$ cat src/rtl/line_delay_ctrl.sv
`default_nettype none
// ============================================================================
//  Module      : line_delay_ctrl
//  Description : Sequences one external synchronous FIFO (read latency 1, no
//                output register) as a one-line pixel delay. The first line
//                of a frame is written only; each later pixel writes one
//                entry and reads one entry, so current-line and previous-line
//                pixels leave the block column-aligned. A start-of-frame
//                drains stale FIFO contents before the next frame is filled.
//  Ports       : clk, rst (sync, active-high)
//                sof, in_valid, in_data            - pixel input side
//                fifo_wr_en/wr_data/full,
//                fifo_rd_en/rd_data/empty          - external FIFO
//                out_valid, out_cur, out_prev, out_prev_valid,
//                out_col, out_eol                  - column-aligned output
//                err_ovf, err_unf, err_drop        - sticky protocol errors
//  Revision    : 1.0 - initial release
// ============================================================================
module line_delay_ctrl #(
  parameter int DATA_WIDTH = 16,
  parameter int IMG_WIDTH  = 1920,
  parameter int COL_WIDTH  = 11
) (
  input  logic                  clk,
  input  logic                  rst,
  input  logic                  sof,
  input  logic                  in_valid,
  input  logic [DATA_WIDTH-1:0] in_data,
  output logic                  fifo_wr_en,
  output logic [DATA_WIDTH-1:0] fifo_wr_data,
  input  logic                  fifo_full,
  output logic                  fifo_rd_en,
  input  logic [DATA_WIDTH-1:0] fifo_rd_data,
  input  logic                  fifo_empty,
  output logic                  out_valid,
  output logic [DATA_WIDTH-1:0] out_cur,
  output logic [DATA_WIDTH-1:0] out_prev,
  output logic                  out_prev_valid,
  output logic [COL_WIDTH-1:0]  out_col,
  output logic                  out_eol,
  output logic                  err_ovf,
  output logic                  err_unf,
  output logic                  err_drop
);

  localparam logic [COL_WIDTH-1:0] COL_LAST = COL_WIDTH'(IMG_WIDTH - 1);

  typedef enum logic [1:0] {
    S_IDLE  = 2'd0,
    S_DRAIN = 2'd1,
    S_FILL  = 2'd2,
    S_RUN   = 2'd3
  } state_t;

  state_t                 state_q, state_d;
  logic [COL_WIDTH-1:0]   col_q, col_d;

  logic                   out_valid_q, out_prev_valid_q, out_eol_q;
  logic [DATA_WIDTH-1:0]  out_cur_q;
  logic [COL_WIDTH-1:0]   out_col_q;
  logic                   err_ovf_q, err_unf_q, err_drop_q;
  logic                   err_ovf_d, err_unf_d, err_drop_d;

  logic                   accept_c;   // pixel taken into the line pipeline
  logic                   in_run_c;
  logic                   rd_en_c;
  logic                   col_last_c;

  assign col_last_c = (col_q == COL_LAST);

  // --------------------------------------------------------------------------
  // Next-state, column and FIFO strobes
  // --------------------------------------------------------------------------
  always_comb begin
    state_d  = state_q;
    col_d    = col_q;
    accept_c = 1'b0;
    in_run_c = 1'b0;
    rd_en_c  = 1'b0;

    case (state_q)
      S_IDLE: begin
        if (sof) state_d = S_DRAIN;
      end

      S_DRAIN: begin
        rd_en_c = !fifo_empty;
        if (fifo_empty) begin
          state_d = S_FILL;
          col_d   = '0;
        end
      end

      S_FILL: begin
        accept_c = in_valid;
        if (in_valid) begin
          if (col_last_c) begin
            col_d   = '0;
            state_d = S_RUN;
          end else begin
            col_d = col_q + 1'b1;
          end
        end
        // The pixel of this cycle is still handled above; sof only redirects
        // the state for the following cycle.
        if (sof) state_d = S_DRAIN;
      end

      S_RUN: begin
        accept_c = in_valid;
        in_run_c = 1'b1;
        // One read per write keeps occupancy at exactly one line.
        rd_en_c  = in_valid;
        if (in_valid) begin
          col_d = col_last_c ? '0 : col_q + 1'b1;
        end
        if (sof) state_d = S_DRAIN;
      end

      default: begin
        state_d = S_IDLE;
      end
    endcase
  end

  // --------------------------------------------------------------------------
  // Sticky error flags
  // --------------------------------------------------------------------------
  always_comb begin
    err_ovf_d  = err_ovf_q  | (in_valid & fifo_full);
    err_unf_d  = err_unf_q  | (in_run_c & in_valid & fifo_empty);
    err_drop_d = err_drop_q | (in_valid & ((state_q == S_IDLE) | (state_q == S_DRAIN)));
  end

  // --------------------------------------------------------------------------
  // State, column, output pipeline and error registers
  // --------------------------------------------------------------------------
  always_ff @(posedge clk) begin
    if (rst) begin
      state_q          <= S_IDLE;
      col_q            <= '0;
      out_valid_q      <= 1'b0;
      out_cur_q        <= '0;
      out_col_q        <= '0;
      out_eol_q        <= 1'b0;
      out_prev_valid_q <= 1'b0;
      err_ovf_q        <= 1'b0;
      err_unf_q        <= 1'b0;
      err_drop_q       <= 1'b0;
    end else begin
      state_q          <= state_d;
      col_q            <= col_d;
      out_valid_q      <= accept_c;
      out_cur_q        <= in_data;
      out_col_q        <= col_q;
      out_eol_q        <= accept_c & col_last_c;
      out_prev_valid_q <= accept_c & in_run_c;
      err_ovf_q        <= err_ovf_d;
      err_unf_q        <= err_unf_d;
      err_drop_q       <= err_drop_d;
    end
  end

  // --------------------------------------------------------------------------
  // Outputs
  // --------------------------------------------------------------------------
  assign fifo_wr_data = in_data;
  // A full FIFO blocks the write but the pixel still travels down the pipe.
  assign fifo_wr_en   = accept_c & !fifo_full;
  assign fifo_rd_en   = rd_en_c;

  assign out_valid      = out_valid_q;
  assign out_cur        = out_cur_q;
  assign out_col        = out_col_q;
  assign out_eol        = out_eol_q;
  assign out_prev_valid = out_prev_valid_q;
  // The FIFO word read alongside a pixel arrives exactly when that pixel is
  // presented on out_cur, so it is passed through rather than re-registered.
  assign out_prev       = out_prev_valid_q ? fifo_rd_data : '0;

  assign err_ovf  = err_ovf_q;
  assign err_unf  = err_unf_q;
  assign err_drop = err_drop_q;

endmodule
`default_nettype wire
$ cat config.mk
export PLATFORM = sky130hd
export DESIGN_NAME = line_delay_ctrl
export DESIGN_NICKNAME = d
export VERILOG_FILES = /design/src/rtl/line_delay_ctrl.sv
export SDC_FILE = /design/constraint.sdc
export NUM_CORES = 1
export LEC_CHECK = 0
export CAP_MARGIN = 20
export CORE_ASPECT_RATIO = 1.4
export CORE_MARGIN = 1.5
export CORE_UTILIZATION = 41
export DETAILED_ROUTE_END_ITERATION = 7
export PLACE_DENSITY = 0.87
export SYNTH_ARGS = -nofsm -noshare
export SYNTH_HDL_FRONTEND = slang
export SYNTH_SLANG_ARGS = --single-unit
$ cat constraint.sdc
create_clock -name clk -period 3.5 [get_ports clk]
set_input_delay 0.7 -clock clk [delete_from_list [all_inputs] [get_ports clk]]
set_output_delay 0.7 -clock clk [all_outputs]
set_load 0.01 [all_outputs]
==> flow_summary.json <==
{
  "fin_util_pct": 66.5,
  "clock_latency_ns": 0.30,
  "overflow": 0,
  "relSlewSlack_pct": 73.9,
  "grt_antenna_before_repair": 0,
  "ir_drop_uv": 272,
  "viasPerCell": 4.66,
  "grt_pass1_wl_mm": 6.42,
  "cap_violations": 0,
  "synthMostInstantiatedCell": "dfxtp_1",
  "outcome": "finished, final reports clean",
  "synth.cell_area_um2": 1920,
  "syn_inst": 204,
  "dpl.hpwl_mm": 3.33,
  "drt_iter0_drc": 47,
  "startpoint_type": "input pin",
  "pin_count": 105,
  "finalMaxSlewViolations": 0,
  "power_density_nw_per_um2": 430,
  "ys_top_cells_by_area": "dfxtp_1 (48%), nor2b_1 (9.1%), buf_4 (6.3%)",
  "synth_nets": 247,
  "avgSynthCellArea_um2": 9.39,
  "antenna_cells": 0,
  "drive_above_1_share_pct": 4.73,
  "clk_pin_slew_ns": 0.08,
  "rsz0062_at_grt": "no",
  "firstDrtPassIters": 4,
  "grt_max_degree": 33,
  "grt_pass1_vias": 1459,
  "clock_path_buffers": 2,
  "wl_per_cell_um": 12.0,
  "crit_type": "in -> out",
  "initial_core_util_pct": 42.6,
  "synth_top_cell_area_share_pct": 48.1,
  "placementRows": 29,
  "htreeDepth": 2,
  "cp-end-kind": "primary output",
  "synth_warnings": 0,
  "worst_pin_slew_ns": 0.390,
  "grtUsageTotal_pct": 16.4,
  "final.min_clock_period_ns": 2.85,
  "p_leak_nw": 1.12,
  "multi_input_area_um2": 833,
  "finalSetupTns_ns": 0,
  "finalSetupViolations": 0,
  "ys_ff_latch": 46,
  "fp.dieArea_um2": 5100,
  "clock_skew_ns": 0.0102,
  "syn2layout_area_growth_pct": 56.2,
  "finalCritPeriodShare_pct": 81.3,
  "ff_latch_area_um2": 921,
  "cts_buffers": 5,
  "crit_required_ns": 2.80,
  "ctsHoldBuffers": 0,
  "synthTopCellsByCount": "dfxtp_1 (46), nor2b_1 (28), and2_1 (17)",
  "port_buffers": 104,
  "synth-main-ff-cell": "dfxtp_1",
  "yosysSeqAreaShare_pct": 48.1,
  "ant_nets": 0,
  "yosys.area.top_type": "dfxtp_1",
  "core_um2": 4500,
  "fillers": 386,
  "die_x_um": 60.8,
  "cts_tree": "done",
  "hold_path_class": "reg -> reg",
  "cts-resized-gates": 0,
  "die_h_um": 83.9,
  "cp_max_fo": 9,
  "wl_mm": 4.30,
  "max_freq_ghz": 0.351,
  "cts_root_buf": "clkbuf_8",
  "drc": 0,
  "timing_hold_violations_final": 0,
  "crit_arrival_ns": 2.15,
  "clock-sinks": 46,
  "postCtsSetupBuffers": 0,
  "place_congestion": 0.812,
  "synth-edff-count": 0,
  "synth.distinct_cells": 38,
  "via_count": 1669,
  "nets": 338,
  "async_flop_share_pct": 0
}
[logic make-up after synthesis]
logic type,Yosys count,synth area share (%)
AND/OR/NAND/NOR,96,29.1
flip-flops,46,48.1
buffers and inverters,27,8.43
AO/OA/AOI/OAI,24,8.23
adder cells (fa/ha/maj),5,3.27
XOR/XNOR,4,1.83
multiplexers,2,1.11
[power by group]
group | leakage [nW] | internal (mW) | switching [mW]
logic | 0.697 | 0.188 | 0.197
registers | 0.376 | 0.555 | 0.0268
clock network | 0.0441 | 0.140 | 0.180
total | 1.12 | 0.883 | 0.404
[state kept, by name (all words and copies together) (netlist names)]
signal          cells
out_cur            16
col_q              11
out_col            11
state_q             2
err_drop            1
err_ovf             1
err_unf             1
out_eol             1
out_prev_valid      1
out_valid           1
[critical path, cell delays in order]
cell	delay [ns]
clkdlybuf4s50_1	0.63
nor3b_1	0.24
clkdlybuf4s50_1	0.57
[area by class of cell]
class                      instances  area share, %
inverter                           6          0.753
sequential                        46           30.8
multi-input combinational        131           27.8
timing repair buffer             105           35.0
clock buffer                       5           2.30
clock inverter                     3          0.711
tap                               62           2.59
[stage by stage]
step	std cells	cell area [µm²]	hold slack [ns]	total power [mW]	setup WS [ns]
after floorplan	204	1920	0.457	0.819	1.78
after global placement	350	2900	0.441	0.967	0.681
after detailed placement	350	2900	0.442	0.979	0.646
after CTS	358	2990	0.459	1.30	0.640
after global routing	358	2990	0.501	1.36	0.592
final	358	2990	0.458	1.29	0.654
[cells in the final DEF (no fill, tap or decap), types with 3 or more instances in the layout]
| master | netlist | routed |
|---|---|---|
| nor2_1 | 12 | 12 |
| nand2_1 | 9 | 9 |
| clkdlybuf4s50_1 | 0 | 104 |
| a21oi_1 | 10 | 10 |
| ha_1 | 5 | 5 |
| nand3_1 | 3 | 3 |
| o21ai_0 | 6 | 6 |
| nand4_1 | 4 | 4 |
| inv_1 | 6 | 6 |
| dfxtp_1 | 46 | 46 |
| clkbuf_8 | 0 | 5 |
| nand2b_1 | 3 | 3 |
| and2_1 | 17 | 17 |
| nor2b_1 | 28 | 28 |
| and3_1 | 4 | 4 |
| nor3_1 | 3 | 3 |
[metal layers]
metal | track usage, % | wire length, µm
met2 | 29.0 | 2190
met3 | 4.65 | 268
met1 | 18.0 | 1780
met5 | 0 | 0
met4 | 5.34 | 57
[path summary, 6_finish.rpt]
check	cells past startpoint	slack (ns)	endpoint	start
worst max-delay path	3	0.65	fifo_wr_en	in_valid
worst min-delay path	2	0.46	err_drop	err_drop
worst max register to register	6	1.58	col_q[10]	state_q[1]
worst min register to register	2	0.46	err_drop	err_drop
Power figures use the tool's default switching activity.
